`src/rtl/i2cmb_cmd_sequencer.sv`:
```
// Wishbone master that runs byte-level I2CMB commands for two round-robin requesters.
// Build option I2CMB_SEQ_IRQ_EN: wait for irq_i instead of polling CMDR.
module i2cmb_cmd_sequencer #(
    parameter int unsigned POLL_GAP       = 8,
    parameter int unsigned TIMEOUT_CYCLES = 65535,
    parameter logic [7:0]  CSR_INIT_IRQ   = 8'hC0,
    parameter logic [7:0]  CSR_INIT_POLL  = 8'h80
) (
    input  logic        clk_i,
    input  logic        rst_i,
    input  logic [1:0]  req_valid_i,
    input  logic [5:0]  req_cmd_i,
    input  logic [15:0] req_data_i,
    output logic [1:0]  req_ready_o,
    output logic [1:0]  rsp_valid_o,
    output logic [4:0]  rsp_status_o,
    output logic [7:0]  rsp_data_o,
    output logic        owner_o,
    output logic        busy_o,
    output logic        cyc_o,
    output logic        stb_o,
    output logic        we_o,
    output logic [1:0]  adr_o,
    output logic [7:0]  dat_o,
    input  logic [7:0]  dat_i,
    input  logic        ack_i,
    input  logic        irq_i
);
    localparam int unsigned TW = $clog2(TIMEOUT_CYCLES + 1);
    localparam logic [1:0] ADR_CSR  = 2'd0;
    localparam logic [1:0] ADR_DPR  = 2'd1;
    localparam logic [1:0] ADR_CMDR = 2'd2;
    localparam logic [2:0] CMD_WAIT = 3'b000, CMD_WRITE = 3'b001, CMD_RD_ACK = 3'b010,
                           CMD_RD_NAK = 3'b011, CMD_START = 3'b100, CMD_STOP = 3'b101,
                           CMD_SET_BUS = 3'b110, CMD_BAD = 3'b111;
`ifdef I2CMB_SEQ_IRQ_EN
    localparam logic [7:0] CSR_INIT = CSR_INIT_IRQ;
`else
    localparam logic [7:0] CSR_INIT = CSR_INIT_POLL;
    localparam int unsigned GW = (POLL_GAP > 0) ? $clog2(POLL_GAP + 1) : 1;
    logic [GW-1:0] r_gap, n_gap;
    logic          w_unused_irq;
    assign w_unused_irq = irq_i;
`endif

    typedef enum logic [2:0] {
        S_INIT_CSR, S_IDLE, S_WR_DPR, S_WR_CMDR, S_WAIT_DONE, S_RD_CMDR, S_RD_DPR, S_RESP
    } state_t;

    state_t        r_state, n_state;
    logic          r_cyc, n_cyc, r_we, n_we;
    logic [1:0]    r_adr, n_adr;
    logic [7:0]    r_dat, n_dat;
    logic [1:0]    r_ready, n_ready, r_rsp_valid, n_rsp_valid;
    logic [4:0]    r_status, n_status;
    logic [7:0]    r_rsp_data, n_rsp_data;
    logic          r_owner, n_owner, r_lock, n_lock, r_rr, n_rr, r_busy, n_busy;
    logic [2:0]    r_cmd, n_cmd;
    logic [7:0]    r_data, n_data;
    logic [3:0]    r_stat, n_stat;
    logic [TW-1:0] r_tmo, n_tmo;
    logic          w_ack, w_fin, w_grant, w_g;
    logic [4:0]    w_fin_status;

    // Next-state, bus sequencing and response generation.
    always_comb begin
        n_state = r_state; n_cyc = r_cyc; n_we = r_we; n_adr = r_adr; n_dat = r_dat;
        n_ready = 2'b00; n_rsp_valid = 2'b00; n_status = 5'b0; n_rsp_data = 8'h00;
        n_owner = r_owner; n_lock = r_lock; n_rr = r_rr;
        n_cmd = r_cmd; n_data = r_data; n_stat = r_stat; n_tmo = r_tmo;
`ifndef I2CMB_SEQ_IRQ_EN
        n_gap = r_gap;
`endif
        w_fin = 1'b0; w_fin_status = 5'b0; w_grant = 1'b0; w_g = 1'b0;
        w_ack = r_cyc & ack_i;
        if (w_ack) n_cyc = 1'b0;

        case (r_state)
            S_INIT_CSR: begin
                if (!r_cyc) begin
                    n_cyc = 1'b1; n_we = 1'b1; n_adr = ADR_CSR; n_dat = CSR_INIT;
                end else if (ack_i) begin
                    n_state = S_IDLE;
                end
            end
            S_IDLE: begin
                if (r_lock) begin
                    w_grant = req_valid_i[r_owner]; w_g = r_owner;
                end else if (req_valid_i[r_rr]) begin
                    w_grant = 1'b1; w_g = r_rr;
                end else if (req_valid_i[~r_rr]) begin
                    w_grant = 1'b1; w_g = ~r_rr;
                end
                if (w_grant) begin
                    n_ready = w_g ? 2'b10 : 2'b01;
                    n_owner = w_g;
                    n_rr    = ~w_g;
                    n_cmd   = w_g ? req_cmd_i[5:3] : req_cmd_i[2:0];
                    n_data  = w_g ? req_data_i[15:8] : req_data_i[7:0];
                    n_tmo   = '0;
                    if (n_cmd == CMD_BAD) begin
                        w_fin = 1'b1; w_fin_status = 5'b00001;
                    end else if (n_cmd == CMD_WRITE || n_cmd == CMD_WAIT || n_cmd == CMD_SET_BUS) begin
                        n_state = S_WR_DPR;
                    end else begin
                        n_state = S_WR_CMDR;
                    end
                end
            end
            S_WR_DPR: begin
                if (!r_cyc) begin
                    n_cyc = 1'b1; n_we = 1'b1; n_adr = ADR_DPR; n_dat = r_data;
                end else if (ack_i) begin
                    n_state = S_WR_CMDR;
                end
            end
            S_WR_CMDR: begin
                if (!r_cyc) begin
                    n_cyc = 1'b1; n_we = 1'b1; n_adr = ADR_CMDR; n_dat = {5'b0, r_cmd};
                end else if (ack_i) begin
                    n_state = S_WAIT_DONE;
                    n_tmo   = '0;
`ifndef I2CMB_SEQ_IRQ_EN
                    n_gap   = '0;
`endif
                end
            end
            S_WAIT_DONE: begin
                n_tmo = r_tmo + TW'(1);
                if (r_tmo == TW'(TIMEOUT_CYCLES)) begin
                    // Abandon any poll in flight; the core is presumed hung.
                    n_cyc = 1'b0; w_fin = 1'b1; w_fin_status = 5'b10000;
                end else begin
`ifdef I2CMB_SEQ_IRQ_EN
                    if (irq_i) n_state = S_RD_CMDR;
`else
                    if (r_cyc) begin
                        if (ack_i) begin
                            n_gap = GW'(POLL_GAP);
                            if (dat_i[7:4] != 4'h0) n_state = S_RD_CMDR;
                        end
                    end else if (r_gap == '0) begin
                        n_cyc = 1'b1; n_we = 1'b0; n_adr = ADR_CMDR; n_dat = 8'h00;
                    end else begin
                        n_gap = r_gap - GW'(1);
                    end
`endif
                end
            end
            S_RD_CMDR: begin
                if (!r_cyc) begin
                    n_cyc = 1'b1; n_we = 1'b0; n_adr = ADR_CMDR; n_dat = 8'h00;
                end else if (ack_i) begin
                    n_stat = dat_i[7:4];
                    if (r_cmd == CMD_RD_ACK || r_cmd == CMD_RD_NAK) begin
                        n_state = S_RD_DPR;
                    end else begin
                        w_fin = 1'b1; w_fin_status = {1'b0, dat_i[7:4]};
                    end
                end
            end
            S_RD_DPR: begin
                if (!r_cyc) begin
                    n_cyc = 1'b1; n_we = 1'b0; n_adr = ADR_DPR; n_dat = 8'h00;
                end else if (ack_i) begin
                    w_fin = 1'b1; w_fin_status = {1'b0, r_stat};
                end
            end
            S_RESP:  n_state = S_IDLE;
            default: n_state = S_INIT_CSR;
        endcase

        // Completion: pulse the owner and update the START..STOP lock.
        if (w_fin) begin
            n_state     = S_RESP;
            n_rsp_valid = n_owner ? 2'b10 : 2'b01;
            n_status    = w_fin_status;
            if (r_state == S_RD_DPR) n_rsp_data = dat_i;
            if (w_fin_status[4] | w_fin_status[1] | w_fin_status[0]) n_lock = 1'b0;
            else if (n_cmd == CMD_STOP) n_lock = 1'b0;
            else if (n_cmd == CMD_START && w_fin_status[3]) n_lock = 1'b1;
        end
        n_busy = (n_state != S_IDLE) || n_lock;
    end

    always_ff @(posedge clk_i) begin
        if (rst_i) begin
            r_state <= S_INIT_CSR; r_cyc <= 1'b0; r_we <= 1'b0; r_adr <= 2'b0; r_dat <= 8'h00;
            r_ready <= 2'b00; r_rsp_valid <= 2'b00; r_status <= 5'b0; r_rsp_data <= 8'h00;
            r_owner <= 1'b0; r_lock <= 1'b0; r_rr <= 1'b0; r_busy <= 1'b0;
            r_cmd <= 3'b0; r_data <= 8'h00; r_stat <= 4'h0; r_tmo <= '0;
`ifndef I2CMB_SEQ_IRQ_EN
            r_gap <= '0;
`endif
        end else begin
            r_state <= n_state; r_cyc <= n_cyc; r_we <= n_we; r_adr <= n_adr; r_dat <= n_dat;
            r_ready <= n_ready; r_rsp_valid <= n_rsp_valid; r_status <= n_status;
            r_rsp_data <= n_rsp_data; r_owner <= n_owner; r_lock <= n_lock; r_rr <= n_rr;
            r_busy <= n_busy; r_cmd <= n_cmd; r_data <= n_data; r_stat <= n_stat; r_tmo <= n_tmo;
`ifndef I2CMB_SEQ_IRQ_EN
            r_gap <= n_gap;
`endif
        end
    end

    assign req_ready_o  = r_ready;
    assign rsp_valid_o  = r_rsp_valid;
    assign rsp_status_o = r_status;
    assign rsp_data_o   = r_rsp_data;
    assign owner_o      = r_owner;
    assign busy_o       = r_busy;
    assign cyc_o        = r_cyc;
    assign stb_o        = r_cyc;
    assign we_o         = r_we;
    assign adr_o        = r_adr;
    assign dat_o        = r_dat;
endmodule

```
`config.mk`:
```
export PLATFORM = sky130hd
export DESIGN_NAME = i2cmb_cmd_sequencer
export DESIGN_NICKNAME = d
export VERILOG_FILES = /design/src/rtl/i2cmb_cmd_sequencer.sv
export SDC_FILE = /design/constraint.sdc
export NUM_CORES = 1
export LEC_CHECK = 0
export BUFFER_PORTS_ARGS = -buffer_cell sky130_fd_sc_hd__buf_4
export CAP_MARGIN = 20
export CORE_ASPECT_RATIO = 0.8
export CORE_MARGIN = 2
export CORE_UTILIZATION = 41
export CTS_CLUSTER_SIZE = 28
export DETAILED_ROUTE_END_ITERATION = 8
export PLACE_DENSITY = 0.7
export SLEW_MARGIN = 20
export SYNTH_ARGS = -nofsm -noshare
export SYNTH_HDL_FRONTEND = slang
export SYNTH_SLANG_ARGS = --single-unit
```
`constraint.sdc`:
```
create_clock -name clk_i -period 6.3 [get_ports clk_i]
set_input_delay 1.26 -clock clk_i [delete_from_list [all_inputs] [get_ports clk_i]]
set_output_delay 1.26 -clock clk_i [all_outputs]
set_load 0.01 [all_outputs]
```
==> summary.md, run 1 <==
| Metric | Value |
|---|---|
| # H-tree levels | 3 |
| Vias | 2956 |
| DRC violations left | 0 |
| Nets | 479 |
| Commonest register cell after synthesis | dfxtp_1 |
| Initial antenna violation count | 0 |
| Vias/cell | 5.37 |
| Synth Area per Inst | 8.53 µm² |
| Startpoint Class | input pin |
| Footprint of the multi-input gates | 1720 µm² |
| Routed length on met3 | 640 µm |
| Synth Register Bits | 71 |
| Number of flops mapped to enable cells by yosys | 0 |
| Wire length of the first global-routing pass | 12300 µm |
| Post-CTS Setup Bufs | 0 |
| Hold crit path type | reg -> reg |
| ANT nets after route | 0 |
| Total CTS buffers | 9 |
| Worst relative slew slack | 44.9% |
| CP delay by family, top | compound AO/OA/AOI/OAI gates |
| Slowest stage delay, CP | 0.64 ns |
| Reg2reg path depth | 6 |
| Reg-to-Reg Start | r_lock$_SDFF_PP0_ |
| I/O pin cnt | 68 |
| HPWL Detailed | 5680 µm |
| Setup CP Type | in -> reg |
| Worst Hold Endpoint | dat_o[4]$_SDFFE_PP0P_ |
| RSZ-0062 raised after global routing | false |
| Worst-Margin Slew | 0.816 ns |
| Worst path bufs/invs | 1 |
| Hold-fix buffer count after cts | 0 |
| Post-CTS sizing | 0 |
| Critical path cell sequence | buf_4 > nor2b_1 > o21ai_2 > mux2i_1 > a21boi_0 > a211oi_1 > and2_1 |
| Wl on met1 | 3810 µm |
| Root Buffer | clkbuf_8 |
| Register area | 1420 µm² |
| Clock buffer depth | 2 |
| Netlist Area Pre-Place | 3240 µm² |
| Pwr Total | 1.06 mW |
| Ys async rst share | 0% |
| Sink Count | 71 |
| Sequential share of the synthesized area | 43.8% |
| CTS tree | yes |
| Yosys warns | 0 |
| Drt pass-1 iters | 6 |
| Hold Path Cell Cnt | 2 |
| CP endpoint kind | flop |
| Yosys top cell by area | dfxtp_1 |
| FILL cells | 716 |
| Max-cap viol count | 0 |
| Wire per inst | 13.9 µm |
| Share of cells above drive strength 1 | 19.8% |
| Fmax | 292 MHz |
| Synth top area share | 43.8% |
| Top cells by area, synth | dfxtp_1 44%, nor2_1 6.6%, nand2_1 5.4% |
| Worst VDD drop | 0.157 mV |
| Worst path required time | 6.59 ns |
| Number of port buffers | 66 |
| Clock skew | 0.00468 ns |
| Synthesized instance count | 380 |
| Gp weighted congestion | 0.867 |
| Final period utilization | 54.4% |
| Full die area | 8640 µm² |
| Final critical-path required period | 3.42 ns |
| Core area | 7530 µm² |
| Largest net degree at the start of global routing | 50 |
| RR Endpoint | rsp_data_o[6]$_SDFF_PP0_ |
| Max FO, Critical Path | 17 |
| Final Setup Violations | 0 |
| Uppermost layer routed | met4 |
| Final hold viol count | 0 |
| TNS Setup | 0 ns |
| Die width | 103 µm |
| Status | complete, no violations |
| Wirelength, routed | 7670 µm |
| Critical Path AT | 3.71 ns |
| Synth-to-Final Area Change | 24.1% |
| P_leak | 1.56 nW |
| Vias in the first global route | 2575 |
| Clock Pin Slew Worst Setup and Hold Paths | 0.07 ns |
| Hold_sp | dat_o[4]$_SDFFE_PP0P_ |
| Worst-Skew Late Latency | 0.34 ns |
| DR iter-0 viols | 163 |
| Grt ovf | 0 |
| Die H | 83.6 µm |
| Diodes inserted | 0 |
| GRT Total Usage | 17.9% |
| Power Density | 262 nW/µm² |
| R2R Setup Slk | 3.43 ns |
| Post-Syn Nets | 419 |
| Initial core utilization | 43.1% |
| WL met2 | 3080 µm |
| Post-synthesis cell type count | 51 |
| Core Rows | 28 |
| CP max stage cell | a211oi_1 |
| Slew Limit Fails | 0 |
-- cell families after synthesis --
| group | after synthesis | synth area share [%] |
|---|---|---|
| buffers and inverters | 25 | 3.24 |
| DFF | 71 | 43.8 |
| adders and majority gates | 3 | 1.16 |
| xor gates and xnor gates | 12 | 3.24 |
| AOI/OAI and AO/OA | 75 | 17.0 |
| and+or+nand+nor | 177 | 26.3 |
| muxes | 17 | 5.25 |
-- sequential cells by signal, indices dropped and copies added, names as in the netlist, 3 cells and up --
register / cells
r_data: 8
r_cmd: 3
r_tmo: 16
dat_o: 8
r_gap: 4
r_stat: 4
rsp_data_o: 8
rsp_status_o: 5
r_state: 3
-- cell type report --
class / count / share of cell area, %
clock buffers: 11 / 3.51
multi-input cells: 284 / 42.6
inverters: 6 / 0.560
flip-flops and latches: 71 / 35.3
repair buffers: 68 / 12.7
well taps: 105 / 3.26
clock inverters: 5 / 2.02
-- per-layer routing --
metal,global-route usage [%],up-vias
met5,0,-
li1,-,1461
met1,27.3,1343
met3,4.94,18
met2,23.6,134
met4,6.10,0
-- worst min-delay path: cells and delay by family (launching register included) --
family,cells,cell delay (ns)
DFF,1,0.31
and+or+nand+nor,1,0.05
AOI/OAI and AO/OA,1,0.05
-- cell usage after synthesis (7+ instances only) --
cell type  instances
or3_1              7
clkbuf_1          10
nand2b_1          11
o21ai_0            9
nand3_1           12
a311oi_1          11
xor2_1             8
mux2i_1           17
nor2_1            57
a21oi_1           22
and2_1            10
nand2_1           47
dfxtp_1           71
-- worst max path at each step --
stage	cells past startpoint	end	startpoint
after floorplan	6	r_tmo[13]$_SDFFE_PP0P_	req_valid_i[1]
after global placement	7	rsp_data_o[0]$_SDFF_PP0_	req_valid_i[0]
after detailed placement	7	rsp_data_o[6]$_SDFF_PP0_	req_valid_i[0]
after CTS	7	rsp_data_o[6]$_SDFF_PP0_	req_valid_i[0]
after global routing	7	rsp_data_o[4]$_SDFF_PP0_	req_valid_i[0]
final	7	rsp_data_o[6]$_SDFF_PP0_	req_valid_i[0]
-- through the flow --
| step | cell area [µm²] | setup slack (ns) | util (%) | hold slack [ns] | instances |
|---|---|---|---|---|---|
| 2_1_floorplan | 3240 | 3.50 | - | 0.437 | 380 |
| 3_3_place_gp | 3800 | 2.60 | 50.5 | 0.442 | 534 |
| 3_5_place_dp | 3800 | 2.58 | 50.5 | 0.449 | 534 |
| 4_1_cts | 4030 | 2.92 | 53.4 | 0.462 | 550 |
| 5_1_grt | 4030 | 2.67 | 53.4 | 0.486 | 550 |
| 6_report | 4030 | 2.88 | 53.4 | 0.455 | 550 |
-- placed cells by master, fill, tap and decap left out, types with 2 or more instances in the layout --
cell,n
dfxtp_1,71
buf_4,68
nor2_1,57
nand2_1,47
a21oi_1,22
mux2i_1,17
nand3_1,12
nand2b_1,11
a311oi_1,11
and2_1,10
clkbuf_8,10
o21ai_0,9
xor2_1,8
or3_1,7
inv_1,6
nand3b_1,6
nor3_1,6
nor2b_1,5
and4_1,4
nand4_1,4
xnor2_1,4
a22oi_1,4
and3_1,3
o21a_1,3
a31oi_1,3
ha_1,3
a21boi_0,2
a32oi_1,2
o22ai_1,2
a211oi_1,2
nor4b_1,2
a21o_1,2
bufinv_16,2
-- where the power goes --
group	total [mW]	switching (mW)	internal [mW]
clock network	0.401	0.167	0.234
logic	0.162	0.0903	0.0718
registers	0.492	0.0230	0.469
total	1.06	0.281	0.775
No activity file was read; power rests on OpenSTA's default activity.
==> run 2, diff against run 1 <==
--- a/config.mk
+++ b/config.mk
@@ -5,6 +5,7 @@
 export SDC_FILE = /design/constraint.sdc
 export NUM_CORES = 1
 export LEC_CHECK = 0
+export ABC_AREA = 1
 export BUFFER_PORTS_ARGS = -buffer_cell sky130_fd_sc_hd__buf_4
 export CAP_MARGIN = 20
 export CORE_ASPECT_RATIO = 0.8
@@ -12,7 +13,7 @@
 export CORE_UTILIZATION = 41
 export CTS_CLUSTER_SIZE = 28
 export DETAILED_ROUTE_END_ITERATION = 8
-export PLACE_DENSITY = 0.7
+export PLACE_DENSITY = 0.72
 export SLEW_MARGIN = 20
 export SYNTH_ARGS = -nofsm -noshare
 export SYNTH_HDL_FRONTEND = slang
==> constraint.sdc (replaced) <==
create_clock -name clk_i -period 3 [get_ports clk_i]
set_input_delay 0.6 -clock clk_i [delete_from_list [all_inputs] [get_ports clk_i]]
set_output_delay 0.6 -clock clk_i [all_outputs]
set_load 0.01 [all_outputs]
==> run 2 against run 1 <==
  * Via count increased by 8.2%
  * Sequential share of layout area decreased by 1.3 points
  * Sequential power increased by 110%
  * First-iteration DRC count increased by 27%
  * Worst setup slack got worse by 2.2 ns
  * Highest routed layer unchanged
  * Combinational power increased to 2.6 times the previous value
  * Critical path depth increased by 3
  * Clock-buffer cell count decreased by 1
  * Non-clock buffer count decreased by 2
  * Clock skew increased by 0.0034 ns
  * Worst hold slack improved by 0.012 ns
  * Power increased by 130%
==> summary.md, run 2 <==
| Metric | Value |
|---|---|
| Top post-synthesis cells by count | 107 x nand2_1, 71 x dfxtp_1, 52 x nor2_1 |
| ANT nets after route | 0 |
| Post-layout util | 52.4% |
| Die width | 106 µm |
| P_leak | 1.80 nW |
| Ys async rst share | 0% |
| Post-synthesis cell type count | 42 |
| Post-CTS sizing | 0 |
| Worst-Margin Slew | 0.495 ns |
| Initial antenna violation count | 0 |
| Post-CTS Setup Bufs | 0 |
| Slowest stage delay, CP | 0.40 ns |
| Yosys warns | 0 |
| Total CTS buffers | 9 |
| Full die area | 8990 µm² |
| CP endpoint kind | flop |
| Core area | 7980 µm² |
| Netlist Area Pre-Place | 3380 µm² |
| Grt ovf | 0 |
| Root Buffer | clkbuf_8 |
| Top reg by flops | r_tmo |
| CP max stage cell | dfxtp_1 |
| Synthesized instance count | 473 |
| Share of cells above drive strength 1 | 21.8% |
| FILL cells | 787 |
| TNS Setup | 0 ns |
| Startpoint Class | flop |
| Wire length of the first global-routing pass | 13600 µm |
| Vias in the first global route | 2943 |
| Critical Path AT | 2.56 ns |
| DRC violations left | 0 |
| Die H | 85.2 µm |
| Clock buffer depth | 2 |
| Fmax | 427 MHz |
| Largest net degree at the start of global routing | 36 |
| Final hold viol count | 0 |
| Hold-fix buffer count after cts | 0 |
| Commonest register cell after synthesis | dfxtp_1 |
| Worst-Skew Late Latency | 0.35 ns |
| Max-cap viol count | 0 |
| Setup CP Type | reg -> reg |
| Worst path required time | 3.22 ns |
| Hold crit path type | in -> reg |
| Commonest non-fill, non-tap cell in the layout | nand2_1 |
| Synth Area per Inst | 7.14 µm² |
| Synth top area share | 42.1% |
| Main combinational cell family by area after synthesis | simple AND/OR/NAND/NOR gates |
| Critical path cell sequence | ha_1 > nand3_1 > nor2_1 > nand4_1 > a21oi_1 > nor2_1 > nand2_1 > inv_1 > o21ai_0 > a21oi_1 |
| Top cells by area, synth | dfxtp_1 42%, nand2_1 12%, a21oi_1 7.3% |
| Most frequent cells in the layout | 107 x nand2_1, 71 x dfxtp_1, 66 x buf_4 |
| Worst relative slew slack | 67.0% |
| Simple-gate portion of the synthesized area | 31.2% |
| Most numerous cell in the Yosys netlist | nand2_1 |
| Vias | 3199 |
| Post-Synth XOR/XNOR Area | 1.04% |
| DR iter-0 viols | 207 |
| # H-tree levels | 3 |
| RSZ-0062 raised after global routing | false |
| Final critical-path required period | 2.34 ns |
| CTS tree | yes |
| Diodes inserted | 0 |
| Slew Limit Fails | 0 |
| Wirelength, routed | 8120 µm |
| Gp weighted congestion | 0.922 |
| Sink Count | 71 |
| Synth Area in Adders | 1.11% |
| Pre-CTS WS | 0.705 ns |
| Drt pass-1 iters | 4 |
| HPWL Detailed | 5920 µm |
| Worst VDD drop | 0.243 mV |
| Final setup margin | 0.655 ns |
| Number of port buffers | 66 |
| Sequential share of the synthesized area | 42.1% |
| I/O pin cnt | 68 |
| Max FO, Critical Path | 12 |
| Final hold slack | 0.467 ns |
| Synth Register Bits | 71 |
| Yosys top cell by area | dfxtp_1 |
| Core Rows | 29 |
| Status | complete, no violations |
| GRT Total Usage | 19.0% |
| Initial core utilization | 42.3% |
| Max reg flops | 16 |
| Synth Area in Compound Gates | 15.8% |
| Wire per inst | 12.5 µm |
| Final Setup Violations | 0 |
| Register area | 1420 µm² |
| Clock skew | 0.00803 ns |
| Clock Pin Slew Worst Setup and Hold Paths | 0.07 ns |
| Number of flops mapped to enable cells by yosys | 0 |
| Footprint of the multi-input gates | 1660 µm² |
| Final period utilization | 78.2% |
| Power Density | 572 nW/µm² |
| Synth-to-Final Area Change | 23.7% |
| Post-Syn Nets | 512 |
| Mux share of post-synthesis cell area | 0% |
| Vias/cell | 4.93 |
| Nets | 576 |
==> run 2: cell types whose count changed after synthesis, moves of 11 or more <==
cell / before / now
a311oi_1: 11 / 0
mux2i_1: 17 / 0
nand2b_1: 11 / 0
a21oi_1: 22 / 49
o21ai_0: 9 / 25
nand2_1: 47 / 107
inv_1: 6 / 48
nand3_1: 12 / 27
==> run 2: report_power, final <==
part | internal (mW) | total (mW) | switching (mW)
registers | 0.991 | 1.03 | 0.0402
logic | 0.148 | 0.419 | 0.272
clock network | 0.572 | 0.940 | 0.368
total | 1.71 | 2.39 | 0.680
==> run 2: metal layers <==
| metal | wire length [µm] | track usage [%] |
|---|---|---|
| met3 | 501 | 5.68 |
| met2 | 3470 | 27.2 |
| met4 | 87 | 6.46 |
| met1 | 4060 | 27.1 |
| met5 | 0 | 0 |
==> run 2: cell type report <==
cell class,instances,area share (%)
flip-flops and latches,71,34.0
inverters,58,5.27
clock inverters,5,2.54
clock buffers,10,3.29
repair buffers,66,11.9
well taps,108,3.23
multi-input cells,331,39.8
==> run 2: path summary, 6_finish.rpt <==
kind / from / to / slack, ns / depth (start not counted)
worst min register to register: r_tmo[14]$_SDFFE_PP0P_ / r_tmo[14]$_SDFFE_PP0P_ / 0.47 / 2
worst max-delay path: r_tmo[0]$_SDFFE_PP0P_ / adr_o[1]$_SDFFE_PP0P_ / 0.66 / 10
worst max register to register: r_tmo[0]$_SDFFE_PP0P_ / adr_o[1]$_SDFFE_PP0P_ / 0.66 / 10
worst min-delay path: dat_i[0] / rsp_data_o[0]$_SDFF_PP0_ / 0.47 / 3
==> run 2: logic make-up (layout without fill, tap and decap cells) <==
family,count (synthesis),in the layout
AO/OA/AOI/OAI,93,93
adder cells (fa/ha/maj),3,3
flip-flops,71,71
buffers and inverters,71,139
AND/OR/NAND/NOR,231,231
XOR/XNOR,4,4
==> run 2: through the flow <==
| step | power, mW | instance area, µm² | instances |
|---|---|---|---|
| finish | 2.39 | 4180 | 649 |
| global route | 2.52 | 4180 | 649 |
| CTS | 2.41 | 4180 | 649 |
| detailed placement | 1.47 | 3940 | 634 |
| global placement | 1.46 | 3940 | 634 |
| floorplan | 1.35 | 3380 | 473 |
==> run 2: critical path: cells and delay by family, from the launching register on <==
kind	cells	cell delay [ns]
AND/OR/NAND/NOR	5	0.85
AO/OA/AOI/OAI	3	0.49
flip-flops	1	0.40
buffers and inverters	1	0.27
adder cells (fa/ha/maj)	1	0.22
